$ cat config.mk
export PLATFORM = sky130hd
export DESIGN_NAME = mem_access_stage
export DESIGN_NICKNAME = d
export VERILOG_FILES = /design/src/rtl/mem_pkg.sv /design/src/rtl/mem_lane_align.sv /design/src/rtl/mem_access_stage.sv
export SDC_FILE = /design/constraint.sdc
export NUM_CORES = 1
export LEC_CHECK = 0
export BUFFER_PORTS_ARGS = -buffer_cell sky130_fd_sc_hd__buf_2
export CAP_MARGIN = 20
export CORE_MARGIN = 2
export CORE_UTILIZATION = 48
export DETAILED_ROUTE_END_ITERATION = 12
export HOLD_SLACK_MARGIN = 0.05
export MAX_ROUTING_LAYER = met4
export PLACE_DENSITY_LB_ADDON = 0.05
export SYNTH_ARGS = -nofsm -noshare
export SYNTH_HDL_FRONTEND = slang
export SYNTH_SLANG_ARGS = --single-unit
$ cat constraint.sdc
create_clock -name clk -period 2.6 [get_ports clk]
set_input_delay 0.39 -clock clk [delete_from_list [all_inputs] [get_ports clk]]
set_output_delay 0.39 -clock clk [all_outputs]
set_load 0.05 [all_outputs]
$ cat src/rtl/mem_pkg.sv
// Shared definitions for the MEM stage: memory op codes, FSM state encoding,
// and byte-lane helpers for load extraction and alignment checks.
package mem_pkg;

    typedef enum logic [3:0] {
        MOP_NONE = 4'd0,
        MOP_LB   = 4'd1,
        MOP_LH   = 4'd2,
        MOP_LW   = 4'd3,
        MOP_LBU  = 4'd4,
        MOP_LHU  = 4'd5,
        MOP_SB   = 4'd6,
        MOP_SH   = 4'd7,
        MOP_SW   = 4'd8
    } mop_e;

    localparam logic [0:0] ST_IDLE      = 1'b0;
    localparam logic [0:0] ST_RMW_WRITE = 1'b1;

    function automatic logic [7:0] lane_byte(input logic [31:0] w, input logic [1:0] off);
        logic [7:0] b;
        case (off)
            2'd0:    b = w[7:0];
            2'd1:    b = w[15:8];
            2'd2:    b = w[23:16];
            default: b = w[31:24];
        endcase
        return b;
    endfunction

    function automatic logic [15:0] lane_half(input logic [31:0] w, input logic hi);
        return hi ? w[31:16] : w[15:0];
    endfunction

    function automatic logic [31:0] extend8(input logic [7:0] b, input logic sgn);
        return {{24{sgn & b[7]}}, b};
    endfunction

    function automatic logic [31:0] extend16(input logic [15:0] h, input logic sgn);
        return {{16{sgn & h[15]}}, h};
    endfunction

    function automatic logic misaligned(input mop_e op, input logic [1:0] off);
        logic m;
        case (op)
            MOP_LH, MOP_LHU, MOP_SH: m = off[0];
            MOP_LW, MOP_SW:          m = |off;
            default:                 m = 1'b0;
        endcase
        return m;
    endfunction

endpackage

$ cat src/rtl/mem_lane_align.sv
// Combinational lane logic: extracts/extends load data and merges sub-word
// store data into the word read back from RAM.
module mem_lane_align
    import mem_pkg::*;
(
    input  mop_e        op,
    input  logic [1:0]  off,
    input  logic [31:0] rdata,
    input  logic [31:0] wdata,
    output logic [31:0] load_data,
    output logic [31:0] merge_data
);

    always_comb begin
        load_data = '0;
        case (op)
            MOP_LB:  load_data = extend8(lane_byte(rdata, off), 1'b1);
            MOP_LBU: load_data = extend8(lane_byte(rdata, off), 1'b0);
            MOP_LH:  load_data = extend16(lane_half(rdata, off[1]), 1'b1);
            MOP_LHU: load_data = extend16(lane_half(rdata, off[1]), 1'b0);
            MOP_LW:  load_data = rdata;
            default: load_data = '0;
        endcase
    end

    always_comb begin
        merge_data = rdata;
        case (op)
            MOP_SB:  merge_data[{off, 3'b000} +: 8] = wdata[7:0];
            MOP_SH:  merge_data[{off[1], 4'b0000} +: 16] = wdata[15:0];
            default: merge_data = rdata;
        endcase
    end

endmodule

$ cat src/rtl/mem_access_stage.sv
// MEM pipeline stage: drives the word-only data RAM, aligns loads, performs
// SB/SH as a two-cycle read-modify-write and registers the MEM/WB result.
module mem_access_stage
    import mem_pkg::*;
#(
    parameter int RAM_AW = 6,
    parameter int DATA_W = 32
) (
    input  logic              clk,
    input  logic              rst_n,
    input  logic              in_valid,
    input  logic [3:0]        in_op,
    input  logic [31:0]       in_addr,
    input  logic [DATA_W-1:0] in_wdata,
    input  logic [DATA_W-1:0] in_alu,
    input  logic [4:0]        in_rd,
    input  logic              in_regwrite,
    input  logic              flush,
    output logic [RAM_AW-1:0] ram_addr,
    output logic [DATA_W-1:0] ram_din,
    output logic              ram_we,
    input  logic [DATA_W-1:0] ram_dout,
    output logic              stall,
    output logic              wb_valid,
    output logic              wb_regwrite,
    output logic [4:0]        wb_rd,
    output logic [DATA_W-1:0] wb_data,
    output logic              misalign
);

    logic [0:0]        state;
    logic [RAM_AW-1:0] addr_q;
    logic [DATA_W-1:0] merge_q;

    mop_e              op;
    logic [1:0]        off;
    logic [RAM_AW-1:0] idx;
    logic              slot, mis, fault;
    logic              is_load, is_store, is_sub, rmw_start;
    logic              we_c;
    logic [DATA_W-1:0] load_data, merge_data, result;
    logic              unused_addr_bits;

    assign op    = mop_e'(in_op);
    assign off   = in_addr[1:0];
    assign idx   = in_addr[RAM_AW+1:2];
    assign slot  = in_valid && !flush;
    assign mis   = misaligned(op, off);
    assign fault = slot && mis;

    assign is_load  = (op == MOP_LB) || (op == MOP_LH) || (op == MOP_LW) ||
                      (op == MOP_LBU) || (op == MOP_LHU);
    assign is_sub   = (op == MOP_SB) || (op == MOP_SH);
    assign is_store = is_sub || (op == MOP_SW);
    assign rmw_start = (state == ST_IDLE) && slot && is_sub && !mis;
    assign result    = is_load ? load_data : in_alu;

    assign unused_addr_bits = ^in_addr[31:RAM_AW+2];

    mem_lane_align u_align (
        .op         (op),
        .off        (off),
        .rdata      (ram_dout),
        .wdata      (in_wdata),
        .load_data  (load_data),
        .merge_data (merge_data)
    );

    always_comb begin
        ram_addr = idx;
        ram_din  = in_wdata;
        we_c     = 1'b0;
        stall    = 1'b0;
        if (state == ST_RMW_WRITE) begin
            ram_addr = addr_q;
            ram_din  = merge_q;
            we_c     = !flush;
        end else begin
            we_c  = slot && (op == MOP_SW) && !mis;
            stall = rmw_start;
        end
    end

    // Gating with rst_n keeps RAM untouched while the pipeline is held in reset.
    assign ram_we = we_c && rst_n;

    always_ff @(posedge clk or negedge rst_n) begin
        if (!rst_n) begin
            state       <= ST_IDLE;
            addr_q      <= '0;
            merge_q     <= '0;
            wb_valid    <= 1'b0;
            wb_regwrite <= 1'b0;
            wb_rd       <= '0;
            wb_data     <= '0;
            misalign    <= 1'b0;
        end else begin
            case (state)
                ST_IDLE: begin
                    misalign <= fault;
                    if (rmw_start) begin
                        state       <= ST_RMW_WRITE;
                        addr_q      <= idx;
                        merge_q     <= merge_data;
                        wb_valid    <= 1'b0;
                        wb_regwrite <= 1'b0;
                    end else begin
                        wb_valid    <= slot;
                        wb_regwrite <= slot && in_regwrite && (in_rd != '0) &&
                                       !fault && !is_store;
                        if (slot) begin
                            wb_rd   <= in_rd;
                            wb_data <= result;
                        end
                    end
                end
                ST_RMW_WRITE: begin
                    state       <= ST_IDLE;
                    wb_valid    <= !flush;
                    wb_regwrite <= 1'b0;
                    misalign    <= 1'b0;
                end
                default: state <= ST_IDLE;
            endcase
        end
    end

endmodule

======== Yosys cells after proc, flatten, opt, wreduce, memory -nomap -nowiden ========
Index checks and enable logic that the tools add are counted.
cells by class
  multiplexer cells ....................... 19
  add/sub/neg operators ................... 2
  equality and inequality tests ........... 10
  bitwise logic cells ..................... 2
  shift-type cells ........................ 4
  reductions and logical operators ........ 29
operators by type and width
  operator                   count
  $pmux W32 S5               1
  $bwmux W32                 2
  $mux W32                   2
  $pmux W32 S2               1
  $shift A16 B7 Y32 const A  1
  $shift A8 B7 Y32 const A   1
  $shiftx A16 B7 Y32         1
  $shiftx A8 B7 Y32          1
  $pmux W8 S3                1
  $eq A4 B3 Y1 const B       4
  $mux W16                   1
  $neg A5 Y7                 2
  $logic_and A1 B1 Y1        12
  $pmux W1 S2                5
  $eq A4 B2 Y1 const B       2
  $logic_or A1 B1 Y1         6
  $mux W6                    1
  $mux W1                    5
  $reduce_bool A5 Y1         1
  $eq A4 B1 Y1 const B       1
  $eq A4 B4 Y1 const B       1
  $logic_not A1 Y1           4
  $reduce_or A2 Y1           2
  $reduce_and A3 Y1          1
  other kinds (6)            7
storage, ports and cells
  register bits ........................... 79
  input port bits ......................... 142
  logic and storage cells ................. 74

======== Logic depth before layout (Yosys ltp) ========
Gate-level depths: netlist (run 1).
  depth in word-level cells ............... 9
  mapped depth ............................ 11
  gate-level depth less buffers ........... 7

======== Modules after synthesis ========
A second synthesis (run 1) with hierarchy kept.
second synthesis, totals
  cell total of the unflattened synthesis .. 615
  area, all modules ....................... 5874.4 µm²
modules (own cells, without submodules)
  module            seq. area each (µm²)  times used  cells each  area an instance (µm²)
  mem_access_stage  1976.9                1           419         4558.1
  mem_lane_align    0.0                   1           196         1316.3

======== Worst setup path after synthesis (run 1) ========
Ideal clock, no wire load.
  path type ............................... in2out
  start ................................... input port in_addr[1]
  end ..................................... output port ram_we
  path buffers ............................ 2
  slack ................................... -493 ps
  arrival ................................. 2703 ps
  stages .................................. 7
  required time ........................... 2210 ps
  path through ............................ clkbuf_1 -> inv_1 -> ha_1 -> clkbuf_1 -> inv_1 -> or3_1 -> a21boi_0
on the way
  cells in the longest elaborated chain, start to end .. 6
ends and longest elaborated chain
  item                 line                    source
  start, declared      mem_access_stage.sv:13  input logic [31:0] in_addr,
  $reduce_or A2 Y1     mem_pkg.sv:47           MOP_LW, MOP_SW: m = |off;
  $pmux W1 S2          mem_pkg.sv:45           case (op)
  $logic_not A1 Y1     mem_access_stage.sv:79  we_c = slot && (op == MOP_SW) && !mis;
  $logic_and A1 B1 Y1  mem_access_stage.sv:79
  $mux W1              mem_access_stage.sv:74  if (state == ST_RMW_WRITE) begin
  $logic_and A1 B1 Y1  mem_access_stage.sv:85  assign ram_we = we_c && rst_n;
  end, declared        mem_access_stage.sv:21  output logic ram_we,
No other way between the ends.

======== Final worst setup path (run 1) ========
  start ................................... input port in_addr[0]
  end ..................................... output port ram_we
on the way
  cells in the longest elaborated chain, start to end .. 6
ends and longest elaborated chain
  item                   line
  $reduce_or A2 Y1       mem_pkg.sv:47
  $pmux W1 S2 *          mem_pkg.sv:45
  $logic_not A1 Y1 *     mem_access_stage.sv:79
  $logic_and A1 B1 Y1 *  mem_access_stage.sv:79
  $mux W1 *              mem_access_stage.sv:74
  $logic_and A1 B1 Y1 *  mem_access_stage.sv:85
Every way passes the cells marked *; elsewhere a longest branch is shown, timed or not.

==> results.md, run 1 <==
- Outcome: finished clean
- Count of final setup violators: 0
- Dpl cells: ~850
- Die area: about 11000 sq um
- Clock power frac: about a quarter
- Synth Area in Simple Gates: between 15 and 20%
- Fraction of layout cells with a size suffix above 1: between 30% and 40%
- Comb power frac: about a third
- Number of flops mapped to enable cells by yosys: 0
- CP Max Fanout: 10
- Compound-gate portion of the synthesized area: 23.8%
- Synthesized area: roughly 4900 sq um
- Distinct cell type count after synthesis: 46
- Clk_skew: roughly 11 ps
- Drt drc: 0
- Ratio of final minimum period to clock period: 85.5%
- Post-Layout Cell Count: just under 900
- Antenna violations before repair: 0
- Synth Area in Adders: under 10%
- Port bufs: slightly below 200
- Largest family of logic cells by synthesized area: compound AO/OA/AOI/OAI gates
- Gr usage total: between 20 and 30%
- H-Tree Level Count: 3
- Worst hold start: in_rd[4]
- Worst Hold End: wb_rd[4]
- R2R cell count: 5
- YS warnings: 0
- Predominant post-synthesis flop cell: dfrtp_1
- DRT Pass-1 Iters: 6
- Fmax: 450 MHz
- Post-synthesis xor/xnor area fraction: less than 1%
- Post-CTS Setup Inserts: 0
- Rel. slew slack: between 30 and 40%
- Final GP Congestion: 0.882
- Final WS setup: 377 ps
- Fin Hold WS: roughly 240 ps
- Num CTS Buffers: 9
- # diodes: 0
- Max Slew Vio Count: 0
- Total negative slack: 0 ps
- Post-DR wirelength/cell: approximately 18 um
- Cell Pwr Density: 636 nW/um^2
- Crit path kind: in2out
- Bufs on Longest Clock Path: 2
- Die Y: 105 um
- P_int: 2.44 mW
- Overflow after GRT: 0
- P_sw: 1.54 mW
- First DRT Iteration DRCs: between 400 and 500
- Initial Utilization: just under 50%
- Cells after synthesis: about 550
- Peak supply drop: approximately 0.00033 V
- Clock root cell: clkbuf_8
- Sequential share of the synthesized area: around 41%
- Leakage power: a little under 3 nW
- Core Box Area: roughly 9800 sq um
- Largest net degree at the start of global routing: between 70 and 80
- CP Data Arrival Time: 1830 ps
- DRT antenna net count: 0
- Number of global-route vias before repair: 4728
- # Max-Cap Violations: 0
- R2R setup slack: between 900 and 1000 ps
- Hold Crit Class: in2reg
- Fin crit period: roughly 2200 ps
- Syn avg cell area: 8.92 sq um
- Yosys reg bits: 79
- Chip width: 105 um
- Mux contribution to synthesized area: about an eighth
- FFs w/ async S/R, synth: 100%
- First-pass GRT wire length: between 20000 and 30000 um
- Sw frac: between 30% and 40%
- Hold path depth: 3
- Critical R2R Launch: state
- Sequential share of power: 41.0%
- Clock transition at the registers of the reported paths: ~70 ps
- Tot Pwr: between 3 and 4 mW
- HPWL after DPL: 11800 um
- FP Rows: 36
- Final hold violations: 0
- Worst slew pin tran: a little under 1000 ps
- RSZ-0062 raised after global routing: false
- Vias after detailed routing: ~5k
- Post-Syn Nets: between 600 and 700
- Resized cells post-CTS: 0
- P&R area growth vs syn: 28.4%
- CTS sink cnt: 79
- CP Launch Type: input pin
- CTS tree: built
- DR vias/cell: between 5 and 6
- Crit path capture type: output port
- Post-Place Worst Slack: between 200 and 250 ps
- Num ports: approximately 220
- Nets: 881
- Clk Latency, worst-skew pair: roughly 350 ps
- Reg-to-Reg End: addr_q[0]
- WL final: around 16000 um
- WP data required: around 2200 ps
[what timing repair did]
item | 4_1_cts | 5_1_grt
endpoints found under the hold margin | 2 | 0
setup endpoints to repair | 0 | 0
hold buffers | 1 | 0
[cell usage in the layout (no fill, tap or decap), types with 3 or more instances in the layout]
cell type	n
mux2_2	44
nand3_1	3
o221ai_1	7
and2_1	4
buf_4	20
a21oi_1	41
nor2b_1	6
a22o_1	5
mux2i_1	8
dfrtp_1	79
nand2b_1	4
buf_2	196
clkbuf_8	12
nor2_1	57
inv_1	11
nand2_1	74
a22oi_1	18
o21ai_0	27
nor4b_1	3
a211oi_1	17
a222oi_1	23
ha_1	6
o21ai_1	14
nor3_1	19
a221oi_1	8
[power by group through the flow]
stage,Combinational (mW),Clock (mW),Sequential (mW)
CTS,1.39,0.977,1.63
finish,1.39,0.958,1.63
floorplan,0.604,0,1.99
global placement,1.36,0,1.64
detailed placement,1.39,0,1.65
global route,1.49,1.03,1.66
[worst max-delay path, cell delays in order]
cell	delay (ps)
buf_2	170
inv_1	150
ha_1	240
inv_1	100
or3_1	390
a21boi_2	130
buf_2	260
[synthesized netlist by cell type, types with 7 or more instances]
library cell / number / share of area, %
o221ai_1: 7 / 1.3
a21oi_1: 42 / 4.3
a211oi_1: 17 / 2.6
a222oi_1: 23 / 4.7
mux2i_1: 8 / 1.6
a221oi_1: 8 / 1.4
inv_1: 11 / 0.85
o21ai_0: 27 / 2.8
dfrtp_1: 79 / 41
mux2_2: 44 / 10
clkbuf_1: 19 / 1.5
a22oi_1: 18 / 2.8
o21ai_1: 14 / 1.4
nor2_1: 57 / 4.4
nand2_1: 74 / 5.7
buf_2: 14 / 1.4
nor3_1: 19 / 2.0
[registers in the layout, indices dropped and copies added, names as in the netlist]
signal,count
merge_q,32
misalign,1
wb_regwrite,1
state,1
wb_data,32
addr_q,6
wb_valid,1
wb_rd,5
[layout make-up]
cell class / count / area, sq um
repair buffers: 218 / 1160
multi-input cells: 414 / 2700
well taps: 133 / 166
fillers: 926 / 3570
flip-flops and latches: 79 / 1980
inverters: 11 / 41.3
clock inverters: 3 / 40.0
clock buffers: 13 / 169
[layer usage]
metal,routed length (um),track usage [%],up-vias
li1,-,-,2393
met1,7000,42.1,2373
met2,7160,44.1,308
met3,1480,3.62,33
met4,329,10.8,0
met5,0,-,-
[logic make-up after synthesis]
logic type                 after synthesis
muxes                                   52
DFF                                     79
and+or+nand+nor                        186
adders and majority gates                6
buffers and inverters                   53
AOI/OAI and AO/OA                      169
xor gates and xnor gates                 1
[stage by stage]
step | area (sq um) | util (%)
CTS | 6250 | 63.7
global placement | 6030 | 61.4
finish | 6250 | 63.7
global route | 6250 | 63.7
detailed placement | 6030 | 61.4
floorplan | 4870 | -
[how the worst max path moves through the flow]
| stage | start | endpoint | cells after the start |
|---|---|---|---|
| 2_1_floorplan | in_addr[1] | stall | 10 |
| 3_3_place_gp | in_addr[0] | merge_q[18] | 8 |
| 3_5_place_dp | in_addr[0] | merge_q[17] | 8 |
| 4_1_cts | in_addr[0] | ram_we | 7 |
| 5_1_grt | in_addr[0] | stall | 7 |
| 6_report | in_addr[0] | ram_we | 7 |
(Power assumes the default switching activity.)
==> run 2: changes to the inputs <==
- CORE_MARGIN: 2 -> not set
- SLEW_MARGIN: not set -> 30
==> run 2 against run 1 <==
  * Clock skew down 5.4 ps
  * Largest cell class unchanged
  * Sequential share of layout area rose by 0.44 points
  * Final cell count fell by 0.57%
  * Clock-buffer cell count shrank 1
  * Final area fell by 1.4%
  * Die area shrank 3.8%
  * Combinational power is essentially flat
==> results.md, run 2 (synthesis gave the netlist of run 1 again) <==
- Die area: 10500 sq um (-3.8%)
- Num CTS Buffers: 9 (unchanged)
- # fillers: 918 (-0.86%)
- HPWL after DPL: 11600 um (-1.6%)
- First-pass GRT wire length: 23800 um (-6.1%)
- Overflow after GRT: 0 (unchanged)
- Resized cells post-CTS: 0 (unchanged)
- Ratio of final minimum period to clock period: 88.9% (+3.4 points)
- Fin crit period: 2310 ps (+88.4 ps)
- Vias after detailed routing: 5142 (+0.69%)
- Worst path depth: 7 (unchanged)
- First DRT Iteration DRCs: 516 (+16%)
- Port bufs: 197 (unchanged)
- Cts hold-fix bufs: 0 (-1)
- Nets: 878 (-0.34%)
- Worst stage delay on the critical path: 380 ps (about the same)
- Cell mode on critical path: buf_2
- Clk Latency, worst-skew pair: 350 ps (about the same)
- # Max-Cap Violations: 0 (unchanged)
- Count of final setup violators: 0 (unchanged)
- Max Slew Vio Count: 0 (unchanged)
- Crit path cell chain: buf_2 -> inv_1 -> ha_1 -> nor3b_1 -> o21ai_0 -> and3_2 -> buf_2
- Rel. slew slack: 45.0% (+9.3 points)
- Num ports: 222 (unchanged)
- WL final: 15900 um (-0.60%)
- Drt drc: 0 (unchanged)
- Biggest regs: merge_q x32, wb_data x32, addr_q x6
- RSZ-0062 raised after global routing: false
- Final GP Congestion: 0.907 (+2.9%)
- H-Tree Level Count: 3 (unchanged)
- Worst path slowest cell: and3_2
- CTS sink cnt: 79 (unchanged)
- Initial Utilization: 49.6% (unchanged)
- CP Launch Type: input pin
- Post-CTS Setup Inserts: 0 (unchanged)
- Die Y: 103 um (-1.9%)
- R2R cell count: 6 (+1)
- CTS tree: built
- R2R setup slack: 940 ps (-20 ps)
- CP Max Fanout: 10 (unchanged)
- Critical R2R Launch: state
- P&R area growth vs syn: 26.7%
- FP Rows: 36 (unchanged)
- Chip width: 103 um (-1.9%)
- Gr usage total: 30.7% (+0.95 points)
- Clock root cell: clkbuf_8
- Util after Layout: 62.8% (-0.87 points)
- Peak supply drop: 0.000292 V (-11%)
- Most frequent cells in the layout: buf_2 (196), dfrtp_1 (79), nand2_1 (74), nor2_1 (57), mux2_2 (44)
- DRT antenna net count: 0 (unchanged)
- Fin Hold WS: 146 ps (-95.5 ps)
- Delay-heaviest family, CP: buffers and inverters
- Core Box Area: 9820 sq um (unchanged)
- Clock transition at the registers of the reported paths: 70 ps (about the same)
- Hold Crit Class: in2async
- Fraction of layout cells with a size suffix above 1: 38.3% (-0.55 points)
- Final hold violations: 0 (unchanged)
- Post-DR wirelength/cell: 18.3 um (about the same)
- Crit path capture type: output port
- Cell Pwr Density: 612 nW/um^2 (-3.8%)
- DR vias/cell: 5.94 (+1.3%)
- Most common cell after layout, fill and taps aside: buf_2
- Antenna violations before repair: 0 (unchanged)
- Fmax: 433 MHz (-3.8%)
- Number of global-route vias before repair: 4556 (-3.6%)
- Total negative slack: 0 ps (unchanged)
- Bufs on Longest Clock Path: 2 (unchanged)
- Clk_skew: 5.62 ps (-5.41 ps)
- Tot Pwr: 3.77 mW (-5.1%)
- # diodes: 0 (unchanged)
- WP data required: 2210 ps (about the same)
- Leakage power: 2.86 nW (-1.8%)
- Crit path kind: in2out
- CP Data Arrival Time: 1920 ps (+90 ps)
- Reg-to-Reg End: wb_data[26]
- DRT Pass-1 Iters: 6 (unchanged)
- Buf/Inv on CP: 3 (-1)
- Outcome: finished clean
- Largest net degree at the start of global routing: 80 (+2.6%)
- Worst slew pin tran: 819 ps (-146 ps)
run 2: cell count changes in the layout (fill, tap and decap cells not counted):
cell           previous run  this run
buf_4                    20        17
buf_6                     0         1
bufinv_16                 1         0
clkbuf_1                  1         3
clkbuf_8                 12         9
dlygate4sd3_1             1         0
run 2: metrics by stage:
stage | worst slack (ps) | cells | area [sq um]
floorplan | 94.0 | 546 | 4870
global placement | 211 | 852 | 6020
detailed placement | 149 | 852 | 6020
CTS | 290 | 866 | 6170
global route | 160 | 866 | 6170
finish | 289 | 866 | 6170
run 2: per-layer routing:
layer | GRT usage, % | wire length (um) | up-vias
li1 | - | - | 2386
met1 | 41.8 | 6670 | 2376
met2 | 46.7 | 7090 | 339
met3 | 4.68 | 1720 | 41
met4 | 10.3 | 387 | 0
met5 | - | 0 | -
run 2: cell type report:
type | instances | area (sq um) | area share, %
Tap cell | 133 | 166 | 2.70
Multi-Input combinational cell | 414 | 2700 | 43.7
Clock buffer | 12 | 135 | 2.19
Inverter | 11 | 41.3 | 0.670
Clock inverter | 2 | 10.0 | 0.162
Sequential cell | 79 | 1980 | 32.1
Timing Repair Buffer | 215 | 1140 | 18.5
run 2: worst register-to-register path, stage by stage, from the launching register on:
cell and delay [ps]:
dfrtp_1 380, nor2_1 120, and2_1 190, nand2_2 250
nor3_4 240, buf_4 240, a211oi_1 110
run 2: worst max-delay path by stage:
stage,startpoint,slack [ps],end
final,in_addr[0],290,stall
after global routing,in_addr[1],160,stall
after CTS,in_addr[0],290,stall
after detailed placement,in_op[2],150,merge_q[21]
after global placement,in_op[2],210,merge_q[21]
after floorplan,in_addr[1],90,stall
run 2: report_power, final:
group / switching, mW / internal (mW) / leakage [nW] / total, mW
Sequential: 0.136 / 1.49 / 0.940 / 1.63
Clock: 0.423 / 0.334 / 0.0761 / 0.758
Combinational: 0.966 / 0.424 / 1.85 / 1.39
Total: 1.53 / 2.25 / 2.86 / 3.77
==> run 3: changes to the inputs <==
==> constraint.sdc (replaced) <==
create_clock -name clk -period 2.6 [get_ports clk]
set_input_delay 0.78 -clock clk [delete_from_list [all_inputs] [get_ports clk]]
set_output_delay 0.78 -clock clk [all_outputs]
set_load 0.05 [all_outputs]
==> run 3 against run 2 <==
  * Critical path type is now in2reg
  * Register-to-register slack lost 290 ps
  * Via count grew 2.5%
  * Largest cell class unchanged
  * Worst setup slack lost 340 ps
  * Routed wire length grew 3.5%
  * The run now ends with setup timing left
  * Flip-flop and latch count is the same
  * Critical endpoint is now wb_regwrite
  * Largest power group unchanged
  * Worst hold slack gained 330 ps
  * Non-clock buffer count grew 29
==> results.md, run 3 (synthesis gave the netlist of run 1 again) <==
- Largest net degree at the start of global routing: 80 (unchanged)
- Number of global-route vias before repair: 4725 (+3.7%)
- Count of final setup violators: 2 (+2)
- WL final: 16400 um (+3.5%)
- Leakage power: 3.07 nW (+7.2%)
- Outcome: finished, violations left
- CTS sink cnt: 79 (unchanged)
- Worst Hold End: wb_rd[2]
- Clock transition at the registers of the reported paths: 70 ps (about the same)
- Crit path cell chain: buf_6 -> nor3_4 -> nand2_2 -> buf_6 -> buf_4 -> buf_4 -> buf_4 -> buf_4 -> buf_4 -> buf_4 -> buf_4 -> buf_6 -> buf_4 -> buf_4 -> buf_4 -> buf_4 -> nor4b_1
- Hold path depth: 2
- Vias after detailed routing: 5273 (+2.5%)
- Core Box Area: 9820 sq um (unchanged)
- Worst path slowest cell: nor3_4
- R2R cell count: 7 (+1)
- CTS tree: built
- Final hold violations: 0 (unchanged)
- Util after Layout: 67.4% (+4.6 points)
- Initial Utilization: 49.6% (unchanged)
- Worst slew pin tran: 870 ps (+51.3 ps)
- First-pass GRT wire length: 24400 um (+2.4%)
- FP Rows: 36 (unchanged)
- Cell mode on critical path: buf_4
- Worst hold start: wb_rd[2]
- Nets: 907 (+3.3%)
- Chip width: 103 um (unchanged)
- Crit path capture type: flop
- Dpl cells: 869 (+2.0%)
- Fin crit period: 2650 ps (+340 ps)
- Worst stage delay on the critical path: 230 ps (-150 ps)
- Crit path kind: in2reg
- CP Data Arrival Time: 2880 ps (+960 ps)
- Rel. slew slack: 41.6% (-3.4 points)
- R2R setup slack: 650 ps (-290 ps)
- P&R area growth vs syn: 35.9%
- WP data required: 2830 ps (+620 ps)
- Reg-to-Reg End: merge_q[4]
- Max Slew Vio Count: 0 (unchanged)
- Final WS setup: -51.4 ps (-340 ps)
- Clk_skew: 7.44 ps (+1.81 ps)
- RSZ-0062 raised after global routing: true
- Hold Crit Class: reg2reg
- Most frequent cells in the layout: buf_2 (190), dfrtp_1 (79), nand2_1 (73), nor2_1 (56), mux2_2 (44)
- Gr usage total: 31.7% (+1.0 points)
- DRT Pass-1 Iters: 8 (+2)
- Fraction of layout cells with a size suffix above 1: 42.5% (+4.2 points)
- Post-DR wirelength/cell: 18.3 um (-0.12%)
- Post-Layout Cell Count: 897 (+3.6%)
- Die Y: 103 um (unchanged)
- Tot Pwr: 4.12 mW (+9.2%)
- Num CTS Buffers: 9 (unchanged)
- Most common cell after layout, fill and taps aside: buf_2
- HPWL after DPL: 11900 um (+2.5%)
- Bufs on Longest Clock Path: 2 (unchanged)
- Post-route cell area: 6620 sq um (+7.3%)
- Critical R2R Launch: state
- Ratio of final minimum period to clock period: 102% (+13 points)
- Drt drc: 0 (unchanged)
- Cell Pwr Density: 623 nW/um^2 (+1.8%)
- Clock root cell: clkbuf_8
- # Max-Cap Violations: 0 (unchanged)
- CP Max Fanout: 2 (-8)
- Die area: 10500 sq um (unchanged)
- Fmax: 377 MHz (-13%)
- Overflow after GRT: 0 (unchanged)
- Fin Hold WS: 475 ps (+328 ps)
- Antenna violations before repair: 0 (unchanged)
- Failing checks: setup timing
- Peak supply drop: 0.000327 V (+12%)
- # diodes: 0 (unchanged)
- First DRT Iteration DRCs: 522 (+1.2%)
- Biggest regs: merge_q x32, wb_data x32, addr_q x6
- Port bufs: 197 (unchanged)
- Clk Latency, worst-skew pair: 360 ps (about the same)
- DR vias/cell: 5.88 (-1.0%)
- H-Tree Level Count: 3 (unchanged)
- DP Area: 6220 sq um (+3.4%)
- Final GP Congestion: 0.928 (+2.3%)
- Num ports: 222 (unchanged)
- CP Launch Type: input pin
- DRT antenna net count: 0 (unchanged)
-- run 3: cell types whose count changed in the layout (fill, tap and decap cells not counted), moves of 3 or more --
cell / change
buf_6: +8
clkbuf_1: -3
inv_1: -3
buf_2: -6
buf_4: +24
buf_12: +3
-- run 3: area by class of cell --
cell class / count / area (sq um)
Fill cell: 864 / 3200
Tap cell: 133 / 166
Sequential cell: 79 / 1980
Inverter: 11 / 48.8
Timing Repair Buffer: 244 / 1440
Clock inverter: 5 / 80.1
Multi-Input combinational cell: 414 / 2750
Clock buffer: 11 / 151
-- run 3: worst max-delay path, delay by kind of cell --
kind	cells	cell delay, ps
and+or+nand+nor	3	460
buffers and inverters	14	1630
-- run 3: per-stage QoR --
stage                     worst slack, ps  TNS [ps]
after floorplan                      -186      -366
after global placement               -178     -1080
after detailed placement             -209     -2420
after CTS                           -23.8     -23.8
after global routing                -78.3      -155
final                               -51.4     -88.4
-- run 3: timing repair --
action | in CTS | in global routing
setup endpoints to repair | 2 | 4
hold buffers | 0 | 0
setup buffers | 12 | 0
pin swaps | 4 | 3
resized for setup | 8 | 14
-- run 3: worst max-delay path by stage --
stage | start | to | slack [ps] | depth (start not counted)
after detailed placement | in_op[0] | ram_we | -210 | 6
after floorplan | in_addr[1] | stall | -190 | 10
after global placement | in_op[0] | ram_we | -180 | 6
after global routing | in_op[0] | ram_we | -80 | 6
final | in_op[0] | wb_regwrite | -50 | 17
after CTS | in_addr[1] | ram_we | -20 | 7
-- run 3: power breakdown --
| part | total [mW] | internal, mW | switching (mW) |
|---|---|---|---|
| Combinational | 1.44 | 0.457 | 0.979 |
| Clock | 1.06 | 0.592 | 0.464 |
| Sequential | 1.63 | 1.49 | 0.141 |
| Total | 4.12 | 2.54 | 1.58 |
-- run 3: layer usage --
layer	part of all wire (%)	wire [um]	global-route usage, %	vias up
met4	2.8	453	12.3	0
li1	-	-	-	2446
met1	43	7080	43.3	2467
met3	8.3	1360	3.32	38
met5	0	0	-	-
met2	46	7530	48.5	322
